$ cat src/rtl/coloring_search_ctrl.sv
// rtl/coloring_search_ctrl.sv - brute-force colouring enumerator driving a combinational checker
module coloring_search_ctrl #(
    parameter int N_VERT     = 11,
    parameter int COLOR_BITS = 2,
    parameter int N_COLORS   = 4,
    parameter int CHK_LAT    = 0,
    parameter int CNT_W      = 24
) (
    input  logic                         clk_i,
    input  logic                         rst_i,
    input  logic                         start_i,
    input  logic                         abort_i,
    input  logic                         ok_i,
    output logic [N_VERT*COLOR_BITS-1:0] cand_o,
    output logic                         busy_o,
    output logic                         done_o,
    output logic                         found_o,
    output logic [N_VERT*COLOR_BITS-1:0] sol_o,
    output logic [CNT_W-1:0]             tried_o
);

    localparam int CW = N_VERT * COLOR_BITS;
    localparam int WW = (CHK_LAT > 0) ? $clog2(CHK_LAT + 1) : 1;
    localparam logic [COLOR_BITS-1:0] DMAX = COLOR_BITS'(N_COLORS - 1);
    localparam logic [WW-1:0] LAT = WW'(CHK_LAT);

    typedef enum logic [1:0] {S_IDLE, S_RUN, S_DONE} state_t;

    state_t          state_q;
    logic [CW-1:0]   cand_q;
    logic [CW-1:0]   sol_q;
    logic [CNT_W-1:0] tried_q;
    logic [WW-1:0]   wait_q;
    logic            busy_q;
    logic            done_q;
    logic            found_q;

    logic [CW-1:0]   cand_d;
    logic            cand_last;

    // Mixed-radix increment, vertex 0 least significant; digits never exceed N_COLORS-1.
    always_comb begin
        logic                  carry;
        logic [COLOR_BITS-1:0] digit;
        cand_d    = cand_q;
        cand_last = 1'b1;
        carry     = 1'b1;
        for (int i = 0; i < N_VERT; i++) begin
            digit = cand_q[COLOR_BITS*i +: COLOR_BITS];
            if (digit != DMAX) cand_last = 1'b0;
            if (carry) begin
                if (digit == DMAX) begin
                    cand_d[COLOR_BITS*i +: COLOR_BITS] = '0;
                end else begin
                    cand_d[COLOR_BITS*i +: COLOR_BITS] = digit + 1'b1;
                    carry = 1'b0;
                end
            end
        end
    end

    always_ff @(posedge clk_i or posedge rst_i) begin
        if (rst_i) begin
            state_q <= S_IDLE;
            cand_q  <= '0;
            sol_q   <= '0;
            tried_q <= '0;
            wait_q  <= '0;
            busy_q  <= 1'b0;
            done_q  <= 1'b0;
            found_q <= 1'b0;
        end else if (abort_i) begin
            // Results stay frozen so software can inspect how far the search got.
            state_q <= S_IDLE;
            busy_q  <= 1'b0;
            done_q  <= 1'b0;
        end else begin
            case (state_q)
                S_IDLE, S_DONE: begin
                    if (start_i) begin
                        state_q <= S_RUN;
                        cand_q  <= '0;
                        sol_q   <= '0;
                        tried_q <= '0;
                        found_q <= 1'b0;
                        wait_q  <= LAT;
                        busy_q  <= 1'b1;
                        done_q  <= 1'b0;
                    end
                end
                S_RUN: begin
                    if (wait_q != '0) begin
                        wait_q <= wait_q - 1'b1;
                    end else begin
                        tried_q <= tried_q + 1'b1;
                        if (ok_i) begin
                            sol_q   <= cand_q;
                            found_q <= 1'b1;
                            state_q <= S_DONE;
                            busy_q  <= 1'b0;
                            done_q  <= 1'b1;
                        end else if (cand_last) begin
                            found_q <= 1'b0;
                            state_q <= S_DONE;
                            busy_q  <= 1'b0;
                            done_q  <= 1'b1;
                        end else begin
                            cand_q <= cand_d;
                            wait_q <= LAT;
                        end
                    end
                end
                default: state_q <= S_IDLE;
            endcase
        end
    end

    assign cand_o  = cand_q;
    assign sol_o   = sol_q;
    assign tried_o = tried_q;
    assign busy_o  = busy_q;
    assign done_o  = done_q;
    assign found_o = found_q;

endmodule
$ cat config.mk
export PLATFORM = sky130hd
export DESIGN_NAME = coloring_search_ctrl
export DESIGN_NICKNAME = d
export VERILOG_FILES = /design/src/rtl/coloring_search_ctrl.sv
export SDC_FILE = /design/constraint.sdc
export NUM_CORES = 1
export LEC_CHECK = 0
export CAP_MARGIN = 5
export CORE_AREA = 2 2 124 126
export CTS_CLUSTER_DIAMETER = 30
export DETAILED_ROUTE_END_ITERATION = 12
export DIE_AREA = 0 0 126 128
export PLACE_DENSITY = 0.49
export REMOVE_ABC_BUFFERS = 1
export SYNTH_ARGS = -nofsm -noshare
export SYNTH_HDL_FRONTEND = slang
export SYNTH_SLANG_ARGS = --single-unit
$ cat constraint.sdc
create_clock -name clk_i -period 2.7 [get_ports clk_i]
set_clock_uncertainty 0.05 [all_clocks]
set_input_delay 0.405 -clock clk_i [delete_from_list [all_inputs] [get_ports clk_i]]
set_output_delay 0.405 -clock clk_i [all_outputs]
set_load 0.01 [all_outputs]
==> results_dict.tcl <==
set metrics [dict create \
    status "complete, no violations" \
    hpwl_mm 6.84 \
    overflow 0 \
    remaining_drc_errors 0 \
    initial_core_util_pct 24.3 \
    crit_path_start "start_i" \
    die_w_um 126 \
    critPathKind "in -> reg" \
    worst_pin_slew_ps 979 \
    p_per_area_nw_per_um2 549 \
    ctsResizeCount 0 \
    wirelength_mm 10.1 \
    synth-edff-count 0 \
    cts.sinks 73 \
    cts_max_level 3 \
    setup-violations-final 0 \
    rrSetupSlack_ps 510 \
    layout_common_cells "clkdlybuf4s50_1 (75), dfrtp_1 (73), a21oi_1 (25)" \
    post_cts_buffers 0 \
    hold_class "in -> async" \
    reg2reg_from "state_q[0]" \
    rsz0062_at_grt "false" \
    grt_max_degree 74 \
    synth_cell_types 49 \
    holdWs_ps 433 \
    synthFlopType "dfrtp_1" \
    root_buffer "clkbuf_16" \
    clk_pin_slew_ps 50 \
    period_needed_ps 2250 \
    synth_top_family_by_area "compound AO/OA/AOI/OAI gates" \
    firstDrtPassIters 4 \
    insertedDiodeCount 0 \
    tns_ps 0 \
    vias 3171 \
    r2r-end "tried_o[19]" \
    syn_avg_cell_area_um2 10.5 \
    ant_nets 0 \
    yosysWarningCount 0 \
    maxCapViolCount 0 \
    worst_setup_path_end_kind "flip-flop" \
    tritoncts "yes" \
    crit_fanout 14 \
    fmax_ghz 0.445 \
    clockBufferDepth 2 \
    synth_compound_area_share_pct 23.6 \
    required_ps 2910 \
    cts_made_buffers 9 \
    port_buffers 75 \
    antenna_found_initial 0 \
    fin_crit_sh_pct 83.3 \
    grt_pass1_wl_mm 16.7 \
    utilization_pct 33.2 \
    insertion_delay_ps 340 \
    gp_congestion 0.781 \
    die_h_um 128 \
    die_area_um2 16100 \
    layout.cells.non_filler 612 \
    synth_cells 344 \
    track_usage_pct 13.0 \
    synthMuxAreaShare_pct 0.277 \
    relSlewSlack_pct 34.8 \
    vias_per_cell 5.18 \
    crit_end "tried_o[16]" \
    drt_iter0_drc 174 \
    grt_pass1_vias 3160 \
    dp_cells 598 \
    synth_area_um2 3610 \
    avgRoutedWirePerCell_um 16.4 \
    cts_hold_buf 0 \
    drive_gt1_share_pct 8.49 \
    power.leakage_uw 0.00209 \
    synth_fa_ha_area_share_pct 4.16 \
    async_flop_share_pct 100 \
    nNetsFinal 438 \
    power_uw 2710 \
    arrival_ps 2460 \
    vdd_drop_max_mv 0.318 \
    yosysSeqAreaShare_pct 50.6 \
    hold_viol_final 0 \
    ys_seq_elements 73 \
    slew_violations 0 \
    core-area_um2 14900 \
    synth_xor_area_share_pct 0.728 \
    row_count 45 \
    yosys.area_share.simple_pct 16.6 \
    r2r_cells 4 \
    syn_to_final_growth_pct 36.8 \
    final_common_cell "clkdlybuf4s50_1" \
    crit_path_start_kind "primary input" \
    io_pins 76 \
]
-- area by class of cell --
type	count	area, um^2
Clock inverter	3	65.1
Inverter	13	48.8
Clock buffer	11	253
Sequential cell	73	1830
Timing Repair Buffer	89	868
Fill cell	1537	9920
Multi-Input combinational cell	235	1640
Tap cell	188	235
-- synthesized netlist by cell type, drive strengths merged, types with 8 or more instances --
cell type	instances	area share [%]
clkbuf	18	1.9
nand2	14	1.5
dfrtp	73	51
o31ai	15	3.1
inv	13	1.4
and4	8	1.9
or4	10	2.1
a22o	24	5.8
nand4	9	1.6
nand3	10	1.4
a21oi	26	3.7
nor2	16	1.7
o21ai	15	2.1
a31oi	9	1.6
ha	12	4.2
-- registers in the layout, indices dropped and copies added (netlist names) --
| name | flops |
|---|---|
| state_q | 2 |
| sol_o | 22 |
| found_o | 1 |
| cand_o | 22 |
| tried_o | 24 |
| busy_o | 1 |
| done_o | 1 |
-- routing by layer --
layer | global-route usage [%] | up-vias | part of all wire, %
met5 | 0 | - | 0
met2 | 20.5 | 91 | 46
met4 | 3.30 | 0 | 0.83
met1 | 17.5 | 1573 | 47
met3 | 3.76 | 6 | 5.3
li1 | - | 1501 | -
-- per-stage QoR --
step / instance area [um^2] / setup slack, ps
floorplan: 3510 / -107
detailed placement: 4620 / 122
CTS: 4940 / 473
global placement: 4620 / 211
global route: 4940 / 290
finish: 4940 / 451
-- kinds of logic (layout without fill, tap and decap cells) --
| logic type | count (synthesis) | in the layout |
|---|---|---|
| compound gates | 118 | 118 |
| mux | 1 | 1 |
| fa+ha+maj | 12 | 12 |
| flops | 73 | 73 |
| simple gates | 101 | 101 |
| buf+inv | 36 | 116 |
| xor+xnor | 3 | 3 |
-- worst min-delay path by stage --
stage | end | slack, ps | cells past startpoint
after floorplan | done_o | 420 | 1
after global placement | sol_o[4] | 440 | 1
after detailed placement | sol_o[19] | 440 | 1
after CTS | sol_o[16] | 450 | 3
after global routing | sol_o[21] | 470 | 3
final | sol_o[20] | 430 | 3
-- worst max-delay path: stages --
cell,delay [ps]
clkdlybuf4s50_1,550
buf_4,160
nor2b_1,230
o211ai_1,370
or4_1,590
a21oi_1,150
-- where the power goes --
group	switching (uW)	internal, uW
registers	37.8	1120
logic	143	110
clock network	450	847
total	630	2080
Note: power is estimated with default switching activity, not from simulation.
